## src/rtl/pipeline_lca_adder_hs.sv

```systemverilog
// Pipelined carry-lookahead add/subtract with valid/ready flow control.
// One CHUNK of the sum is resolved per stage; operands, partial sum, carry and tag travel together.
module pipeline_lca_adder_hs #(
  parameter int unsigned WIDTH = 64,
  parameter int unsigned CHUNK = 16,
  parameter int unsigned TAG_W = 4
) (
  input  logic             clk,
  input  logic             rst,
  input  logic             in_valid,
  output logic             in_ready,
  input  logic [WIDTH-1:0] a,
  input  logic [WIDTH-1:0] b,
  input  logic             cin,
  input  logic             sub,
  input  logic [TAG_W-1:0] tag,
  output logic             out_valid,
  input  logic             out_ready,
  output logic [WIDTH-1:0] sum,
  output logic             cout,
  output logic             ovf,
  output logic [TAG_W-1:0] tag_out
);

  localparam int unsigned NSTAGE = WIDTH / CHUNK;
  localparam int unsigned NGROUP = CHUNK / 4;

  generate
    if ((CHUNK == 0) || ((WIDTH % CHUNK) != 0) || ((CHUNK % 4) != 0) || (TAG_W < 1)) begin : gen_bad_param
      $error("pipeline_lca_adder_hs: WIDTH must be a multiple of CHUNK, CHUNK a multiple of 4, TAG_W >= 1");
    end
  endgenerate

  typedef struct packed {
    logic [WIDTH-1:0] a;
    logic [WIDTH-1:0] b;
    logic [WIDTH-1:0] s;
    logic             c;
    logic             ovf;
    logic [TAG_W-1:0] tag;
  } beat_t;

  beat_t             st_q [0:NSTAGE];
  beat_t             nxt  [0:NSTAGE];
  logic [NSTAGE:0]   valid_q;
  logic [NSTAGE:0]   load;

  // One CHUNK of addition: 4-bit lookahead groups, group carries rippled.
  function automatic logic [CHUNK:0] cla_chunk(input logic [CHUNK-1:0] x,
                                               input logic [CHUNK-1:0] y,
                                               input logic             ci);
    logic [CHUNK-1:0] s;
    logic [3:0]       p;
    logic [3:0]       g;
    logic [3:0]       c;
    logic             carry;
    s     = '0;
    carry = ci;
    for (int unsigned gi = 0; gi < NGROUP; gi++) begin
      p    = x[gi*4 +: 4] ^ y[gi*4 +: 4];
      g    = x[gi*4 +: 4] & y[gi*4 +: 4];
      c[0] = carry;
      c[1] = g[0] | (p[0] & carry);
      c[2] = g[1] | (p[1] & g[0]) | (p[1] & p[0] & carry);
      c[3] = g[2] | (p[2] & g[1]) | (p[2] & p[1] & g[0]) | (p[2] & p[1] & p[0] & carry);
      carry = g[3] | (p[3] & g[2]) | (p[3] & p[2] & g[1]) | (p[3] & p[2] & p[1] & g[0])
            | (p[3] & p[2] & p[1] & p[0] & carry);
      s[gi*4 +: 4] = p ^ c;
    end
    return {carry, s};
  endfunction

  // Resolve chunk idx of a travelling beat; ovf is only meaningful once the MSB chunk is done.
  function automatic beat_t stage_step(input beat_t cur, input int unsigned idx);
    beat_t          r;
    logic [CHUNK:0] res;
    r   = cur;
    res = cla_chunk(cur.a[idx*CHUNK +: CHUNK], cur.b[idx*CHUNK +: CHUNK], cur.c);
    r.s[idx*CHUNK +: CHUNK] = res[CHUNK-1:0];
    r.c   = res[CHUNK];
    r.ovf = (cur.a[WIDTH-1] == cur.b[WIDTH-1]) && (r.s[WIDTH-1] != cur.a[WIDTH-1]);
    return r;
  endfunction

  // Ready chain: an empty stage always loads, a full one loads only if its successor does.
  always_comb begin
    logic ld;
    load = '0;
    ld   = out_ready;
    for (int unsigned j = 0; j <= NSTAGE; j++) begin
      ld               = !valid_q[NSTAGE-j] || ld;
      load[NSTAGE-j]   = ld;
    end
  end

  always_comb begin
    for (int unsigned k = 0; k <= NSTAGE; k++) begin
      nxt[k] = '0;
    end
    nxt[0].a   = a;
    nxt[0].b   = sub ? ~b : b;
    nxt[0].s   = '0;
    nxt[0].c   = sub ? 1'b1 : cin;
    nxt[0].ovf = 1'b0;
    nxt[0].tag = tag;
    for (int unsigned k = 1; k <= NSTAGE; k++) begin
      nxt[k] = stage_step(st_q[k-1], k - 1);
    end
  end

  // Data registers only update on a real beat so idle outputs stay quiet.
  always_ff @(posedge clk or posedge rst) begin
    if (rst) begin
      valid_q <= '0;
      for (int unsigned i = 0; i <= NSTAGE; i++) begin
        st_q[i] <= '0;
      end
    end else begin
      if (load[0]) begin
        valid_q[0] <= in_valid;
        if (in_valid) st_q[0] <= nxt[0];
      end
      for (int unsigned i = 1; i <= NSTAGE; i++) begin
        if (load[i]) begin
          valid_q[i] <= valid_q[i-1];
          if (valid_q[i-1]) st_q[i] <= nxt[i];
        end
      end
    end
  end

  assign in_ready  = load[0];
  assign out_valid = valid_q[NSTAGE];
  assign sum       = st_q[NSTAGE].s;
  assign cout      = st_q[NSTAGE].c;
  assign ovf       = st_q[NSTAGE].ovf;
  assign tag_out   = st_q[NSTAGE].tag;

endmodule

```

## config.mk

```make
export PLATFORM = sky130hd
export DESIGN_NAME = pipeline_lca_adder_hs
export DESIGN_NICKNAME = d
export VERILOG_FILES = /design/src/rtl/pipeline_lca_adder_hs.sv
export SDC_FILE = /design/constraint.sdc
export NUM_CORES = 1
export LEC_CHECK = 0
export ABC_CLOCK_PERIOD_IN_PS = 41800
export CORE_UTILIZATION = 65
export DETAILED_ROUTE_END_ITERATION = 16
export DONT_BUFFER_PORTS = 1
export PLACE_DENSITY_LB_ADDON = 0.3
export SYNTH_ARGS = -nofsm -noshare
export SYNTH_HDL_FRONTEND = slang
export SYNTH_SLANG_ARGS = --single-unit
```

## constraint.sdc

```tcl
create_clock -name clk -period 41.8 [get_ports clk]
set_input_delay 4.18 -clock clk [delete_from_list [all_inputs] [get_ports clk]]
set_output_delay 4.18 -clock clk [all_outputs]
set_load 0.05 [all_outputs]
```

==> impl_metrics.json, run 1 <==
{
  "status": "finished clean",
  "holdCritStartpoint": "nxt[224]",
  "syn_nets": 2046,
  "detailedPlace.worstSlack_ps": 32500,
  "grt_use_total_pct": 24.3,
  "wl_um": 40800,
  "yosysTopAreaCell": "dfrtp_1",
  "post_cts_resized": 0,
  "hp-class": "flop to flop",
  "regArea_um2": 12800,
  "ant_nets": 0,
  "area_growth_syn_to_layout_pct": 7.05,
  "grt_start_max_net_pins": 184,
  "grt_first_pass_wirelength_um": 68800,
  "ff2ff_path_depth": 5,
  "postCtsHoldBufs": 0,
  "cp_cell_sequence": "and3b_1, nand4_1",
  "vias": 12809,
  "synth_edf_count": 0,
  "worstSkewPairLatency_ps": 570,
  "root_buffer": "clkbuf_16",
  "cp_data_required_time_ps": 37620,
  "clockBufferDepth": 3,
  "peakVddDrop_v": 0.0000505,
  "critPathArrivalTime_ps": 5110,
  "fin_ws_ps": 32510,
  "crit_type": "input pin to output pin",
  "power.share.clock_pct": 24.7,
  "ys_types": 60,
  "max-cap-violations": 0,
  "crit_slowest_cell": "nand4_1",
  "finalCriticalPeriod_ps": 9290,
  "finalCritPeriodShare_pct": 22.2,
  "die-area_um2": 35300,
  "dr.first_iter.drc_count": 655,
  "fp.dieW_um": 188,
  "worst-path-buf-inv": 0,
  "wl_per_cell_um": 18.3,
  "cts_buffers": 51,
  "chipHeight_um": 188,
  "avgSynthCellArea_um2": 12.3,
  "clock-skew-final_ps": 12.8,
  "worstHoldEndpoint": "nxt[26]",
  "worstReg2RegEnd": "nxt[781]",
  "cts.htree.levels": 2,
  "syn_inst": 1828,
  "start_util_pct": 66.5,
  "rsz0062_at_grt": "no",
  "p_switching_w": 0.000682,
  "p_sw_share_pct": 36.0,
  "tightest_slew_ps": 1220,
  "core_area_um2": 33800,
  "holdPathStages": 2,
  "gp_congestion": 0.799,
  "p_leak_nw": 10.7,
  "critPathTopFamily": "simple AND/OR/NAND/NOR gates",
  "fill_cells": 2276,
  "cellInternalPower_w": 0.00121,
  "relSlewSlack_pct": 19.0,
  "final_nets": 1954,
  "critical_path_depth": 2,
  "drv_slew": 0,
  "drive_gt1_share_pct": 23.5,
  "ys_ff_latch": 511,
  "p_comb_share_pct": 27.4,
  "ys_warn_count": 0,
  "cp-end-kind": "output pin",
  "hold_violations": 0,
  "r2r_setup_slack_ps": 37770,
  "boundaryPins": 210,
  "async_flop_share_pct": 100,
  "first_pass_iters": 5,
  "drc": 0,
  "overflow": 0,
  "power_frac_seq_pct": 47.8,
  "cts_tree": "built",
  "antenna_found_initial": 1,
  "fmax_mhz": 108,
  "max_stage_delay_ps": 640,
  "ys_top_cells_by_area": "dfrtp_1 57%, mux2_2 16%, nand2_1 4.6%, ha_1 3.6%, xnor2_1 3.3%",
  "fin_tns_setup_ps": 0,
  "ys.flop_type": "dfrtp_1",
  "avgViaCountPerCell": 5.76,
  "grt_pass1_vias": 13393,
  "setup_viol": 0,
  "path_max_fanout": 3,
  "num_rows": 67,
  "reg2reg_from": "valid_q[4]",
  "dp_hpwl_um": 25700,
  "pwr_density_cell_nw_per_um2": 78.9,
  "synth_area_um2": 22500,
  "synth_top_area_share_pct": 57.0,
  "portBuffers": 0,
  "clk_pin_slew_ps": 60,
  "post_cts_buffers": 0,
  "multi_input_comb_area_um2": 8770,
  "ys_seq_area_share_pct": 57.0,
  "start_kind": "input pin",
  "cts_sinks": 511
}
[flip-flops by register name, summed over array words and instances, names as in the netlist]
register  cells
nxt         432
sum          64
valid_q       5
st_q          4
cout          1
tag_out       4
ovf           1
[synth_stat cells, types with 5 or more instances]
library cell  number
ha_1              64
inv_1             24
a21oi_1           85
nand3_1           12
mux2_2           315
buf_1             25
nor3b_1            9
o21ai_0           50
o211ai_1           7
o21a_1             5
dfrtp_1          511
o21bai_1           7
and2_1             7
buf_4             68
clkbuf_1          45
fa_1              16
nand2b_1           9
buf_2             14
and3_1             6
a21o_1            24
xnor2_1           84
nor2_1            76
xor2_1            12
a211oi_1          12
o31ai_1            9
nand2_1          273
[placed cells by master, fill, tap and decap left out, types with 16 or more instances in the layout]
cell type / instances
clkbuf_16: 53
inv_1: 23
nand2_1: 269
o21ai_0: 50
dfrtp_1: 511
ha_1: 64
fa_1: 16
xnor2_1: 84
nor2_1: 76
a21oi_1: 85
mux2_2: 315
a21o_1: 24
[final cells by class]
type                            instances  area share (%)
Sequential cell                       511            53.2
Tap cell                              448            2.33
Inverter                               24           0.406
Antenna cell                            1          0.0104
Timing Repair Buffer                    7           0.323
Clock inverter                         19            1.05
Multi-Input combinational cell       1141            36.5
Clock buffer                           73            6.20
[metal layers]
metal  GRT usage (%)  wire length (um)  vias up
met5               0                 0        -
met4            7.57              1030        0
met3            5.00              1960       63
met2            40.3             19600      256
met1            32.4             18200     6463
li1                -                 -     6027
[stage by stage]
stage	area [um2]	std cells	utilization [%]	hold slack [ps]	power [W]
global placement	22300	2131	66.0	442	0.00140
detailed placement	22300	2131	66.0	446	0.00143
finish	24000	2224	71.1	457	0.00190
CTS	24000	2223	71.1	457	0.00191
global route	24000	2223	71.1	477	0.00201
floorplan	22500	1828	-	430	0.00135
[cell families after synthesis]
logic type | after synthesis | synth area share [%]
AND/OR/NAND/NOR | 411 | 7.62
adder cells (fa/ha/maj) | 80 | 4.99
buffers and inverters | 176 | 4.16
multiplexers | 316 | 15.8
AO/OA/AOI/OAI | 238 | 6.69
XOR/XNOR | 96 | 3.74
flip-flops | 511 | 57.0
[power groups by stage]
stage          Clock, W  Sequential [W]  Combinational [W]
2_1_floorplan         0        0.000754           0.000595
3_3_place_gp          0        0.000907           0.000490
3_5_place_dp          0        0.000916           0.000516
4_1_cts        0.000478        0.000909           0.000524
5_1_grt        0.000497        0.000929           0.000587
6_report       0.000469        0.000907           0.000521
[worst register-to-register path, delay by kind of cell, from the launching register on]
| family | cells | cell delay (ps) |
|---|---|---|
| muxes | 1 | 480 |
| and+or+nand+nor | 3 | 1770 |
| buffers and inverters | 1 | 1050 |
| DFF | 1 | 610 |
[worst max-delay path by stage]
stage	from	endpoint	slack, ps
CTS	out_ready	in_ready	32500
detailed placement	out_ready	in_ready	32500
global route	out_ready	in_ready	32460
finish	out_ready	in_ready	32510
global placement	out_ready	in_ready	32500
floorplan	rst	cout	23350
(Power assumes the default switching activity.)
==> run 2, diff against run 1 <==
--- a/config.mk
+++ b/config.mk
@@ -5,8 +5,8 @@
 export SDC_FILE = /design/constraint.sdc
 export NUM_CORES = 1
 export LEC_CHECK = 0
-export ABC_CLOCK_PERIOD_IN_PS = 41800
-export CORE_UTILIZATION = 65
+export ABC_CLOCK_PERIOD_IN_PS = 9100
+export CORE_UTILIZATION = 64
 export DETAILED_ROUTE_END_ITERATION = 16
 export DONT_BUFFER_PORTS = 1
 export PLACE_DENSITY_LB_ADDON = 0.3
==> constraint.sdc (replaced) <==
create_clock -name clk -period 9.1 [get_ports clk]
set_input_delay 0.91 -clock clk [delete_from_list [all_inputs] [get_ports clk]]
set_output_delay 0.91 -clock clk [all_outputs]
set_load 0.05 [all_outputs]
==> run 2 against run 1 <==
Effect of this change:
- register-to-register slack worse by 32000 ps
- non-clock buffer count up 3
- core utilization down 1.7 points
- sequential cell count unchanged
- first-iteration DRC count down 2.9%
- combinational power rose to 4.6 times the previous value
- worst hold slack worse by 5.4 ps
- count of clock-buffer cells in the layout down 1
- critical endpoint is now nxt[508]
- largest power group unchanged
==> impl_metrics.json, run 2 (same netlist as run 1, synthesis figures left out) <==
{
  "path_max_fanout": 69,
  "fin_tns_setup_ps": 0,
  "fmax_mhz": 296,
  "num_rows": 68,
  "p_leak_nw": 10.6,
  "hold_violations": 0,
  "wl_um": 41000,
  "core_area_um2": 34500,
  "max_stage_delay_ps": 750,
  "postCtsHoldBufs": 0,
  "cp_cell_sequence": "and3b_1, nand3_1, nand2_4, buf_4, mux2_2",
  "start_util_pct": 65.0,
  "post_cts_buffers": 0,
  "relSlewSlack_pct": 24.4,
  "max-cap-violations": 0,
  "area_growth_syn_to_layout_pct": 6.92,
  "pwr_density_cell_nw_per_um2": 361,
  "crit_type": "flop to flop",
  "grt_use_total_pct": 23.8,
  "rsz0062_at_grt": "no",
  "antenna_found_initial": 2,
  "fp.dieW_um": 189,
  "drv_slew": 0,
  "status": "finished clean",
  "worstSkewPairLatency_ps": 580,
  "avgViaCountPerCell": 5.73,
  "clk_pin_slew_ps": 60,
  "root_buffer": "clkbuf_16",
  "first_pass_iters": 5,
  "wl_per_cell_um": 18.4,
  "fill_cells": 2446,
  "setup_viol": 0,
  "hp-class": "input pin to asynchronous set/reset pin",
  "worst-path-buf-inv": 1,
  "crit_slowest_cell": "buf_4",
  "chipHeight_um": 189,
  "overflow": 0,
  "dp_hpwl_um": 26400,
  "layout_commonest_cell": "dfrtp_1",
  "finalCriticalPeriod_ps": 3380,
  "gp_congestion": 0.808,
  "critPathArrivalTime_ps": 3830,
  "grt_start_max_net_pins": 197,
  "drive_gt1_share_pct": 23.4,
  "clock-skew-final_ps": 19.0,
  "boundaryPins": 210,
  "cts.htree.levels": 2,
  "clockBufferDepth": 3,
  "grt_pass1_vias": 13191,
  "placed_cells": 2141,
  "cts_sinks": 511,
  "layout.cells.non_filler": 2232,
  "die-area_um2": 35800,
  "mostFrequentLayoutCells": "511 x dfrtp_1, 315 x mux2_2, 269 x nand2_1",
  "finalCritPeriodShare_pct": 37.1,
  "dr.first_iter.drc_count": 636,
  "cts_buffers": 49,
  "critPathTopFamily": "simple AND/OR/NAND/NOR gates",
  "portBuffers": 0,
  "vias": 12795,
  "post_cts_resized": 0,
  "cts_tree": "built",
  "ant_nets": 0,
  "cp-end-kind": "flop",
  "cp_data_required_time_ps": 9550,
  "peakVddDrop_v": 0.000215,
  "start_kind": "flop",
  "grt_first_pass_wirelength_um": 67600,
  "largest_register_ffs": 432,
  "final_nets": 1955,
  "tightest_slew_ps": 1130,
  "drc": 0
}
-- run 2: cell count changes in the layout (fill, tap and decap cells not counted), sizes merged --
| cell | previous run | this run |
|---|---|---|
| clkinv | 10 | 8 |
| clkbuf | 73 | 72 |
| buf | 7 | 10 |
| diode | 1 | 3 |
| clkinvlp | 3 | 2 |
-- run 2: path summary, 6_finish.rpt --
kind                                  from       end  slack (ps)  cells after the start
max in group asynchronous              rst   nxt[35]        7100                      3
worst max register to register  valid_q[4]  nxt[508]        5720                      5
worst max-delay path            valid_q[4]  nxt[508]        5720                      5
worst min register to register    nxt[224]   nxt[26]         450                      2
worst min-delay path                   rst  nxt[310]         450                      2
min in group clk                  nxt[224]   nxt[26]         450                      2
-- run 2: per-layer routing --
metal | GRT usage (%) | part of all wire (%)
met5 | 0 | 0
met4 | 8.10 | 2.5
met3 | 4.41 | 4.2
met2 | 39.2 | 48
met1 | 32.0 | 45
-- run 2: layout make-up --
cell class,instances,area (um2),share of cell area [%]
sequential,511,12800,53.3
multi-input combinational,1141,8770,36.5
clock buffer,72,1450,6.02
tap,455,569,2.37
clock inverter,16,236,0.985
timing repair buffer,10,100,0.417
inverter,24,93.8,0.391
antenna,3,7.51,0.0313
-- run 2: worst reg2reg max path: cells and delay by family (launching register included) --
kind / cells / cell delay [ps]
simple gates: 3 / 1230
buf+inv: 1 / 770
flops: 1 / 720
mux: 1 / 540
-- run 2: through the flow --
step	hold slack (ps)	setup slack, ps	instance area, um2	power (W)	util, %
finish	451	5720	24000	0.00866	69.5
global route	459	5530	24000	0.00920	69.5
CTS	450	5660	24000	0.00873	69.5
detailed placement	446	5580	22300	0.00658	64.6
global placement	444	5580	22300	0.00642	64.6
floorplan	430	1250	22500	0.00620	-
-- run 2: report_power, final --
part           internal [W]  switching [W]  total [W]
clock               0.00127       0.000833    0.00210
combinational       0.00119        0.00119    0.00239
sequential          0.00308        0.00109    0.00417
total               0.00554        0.00312    0.00866
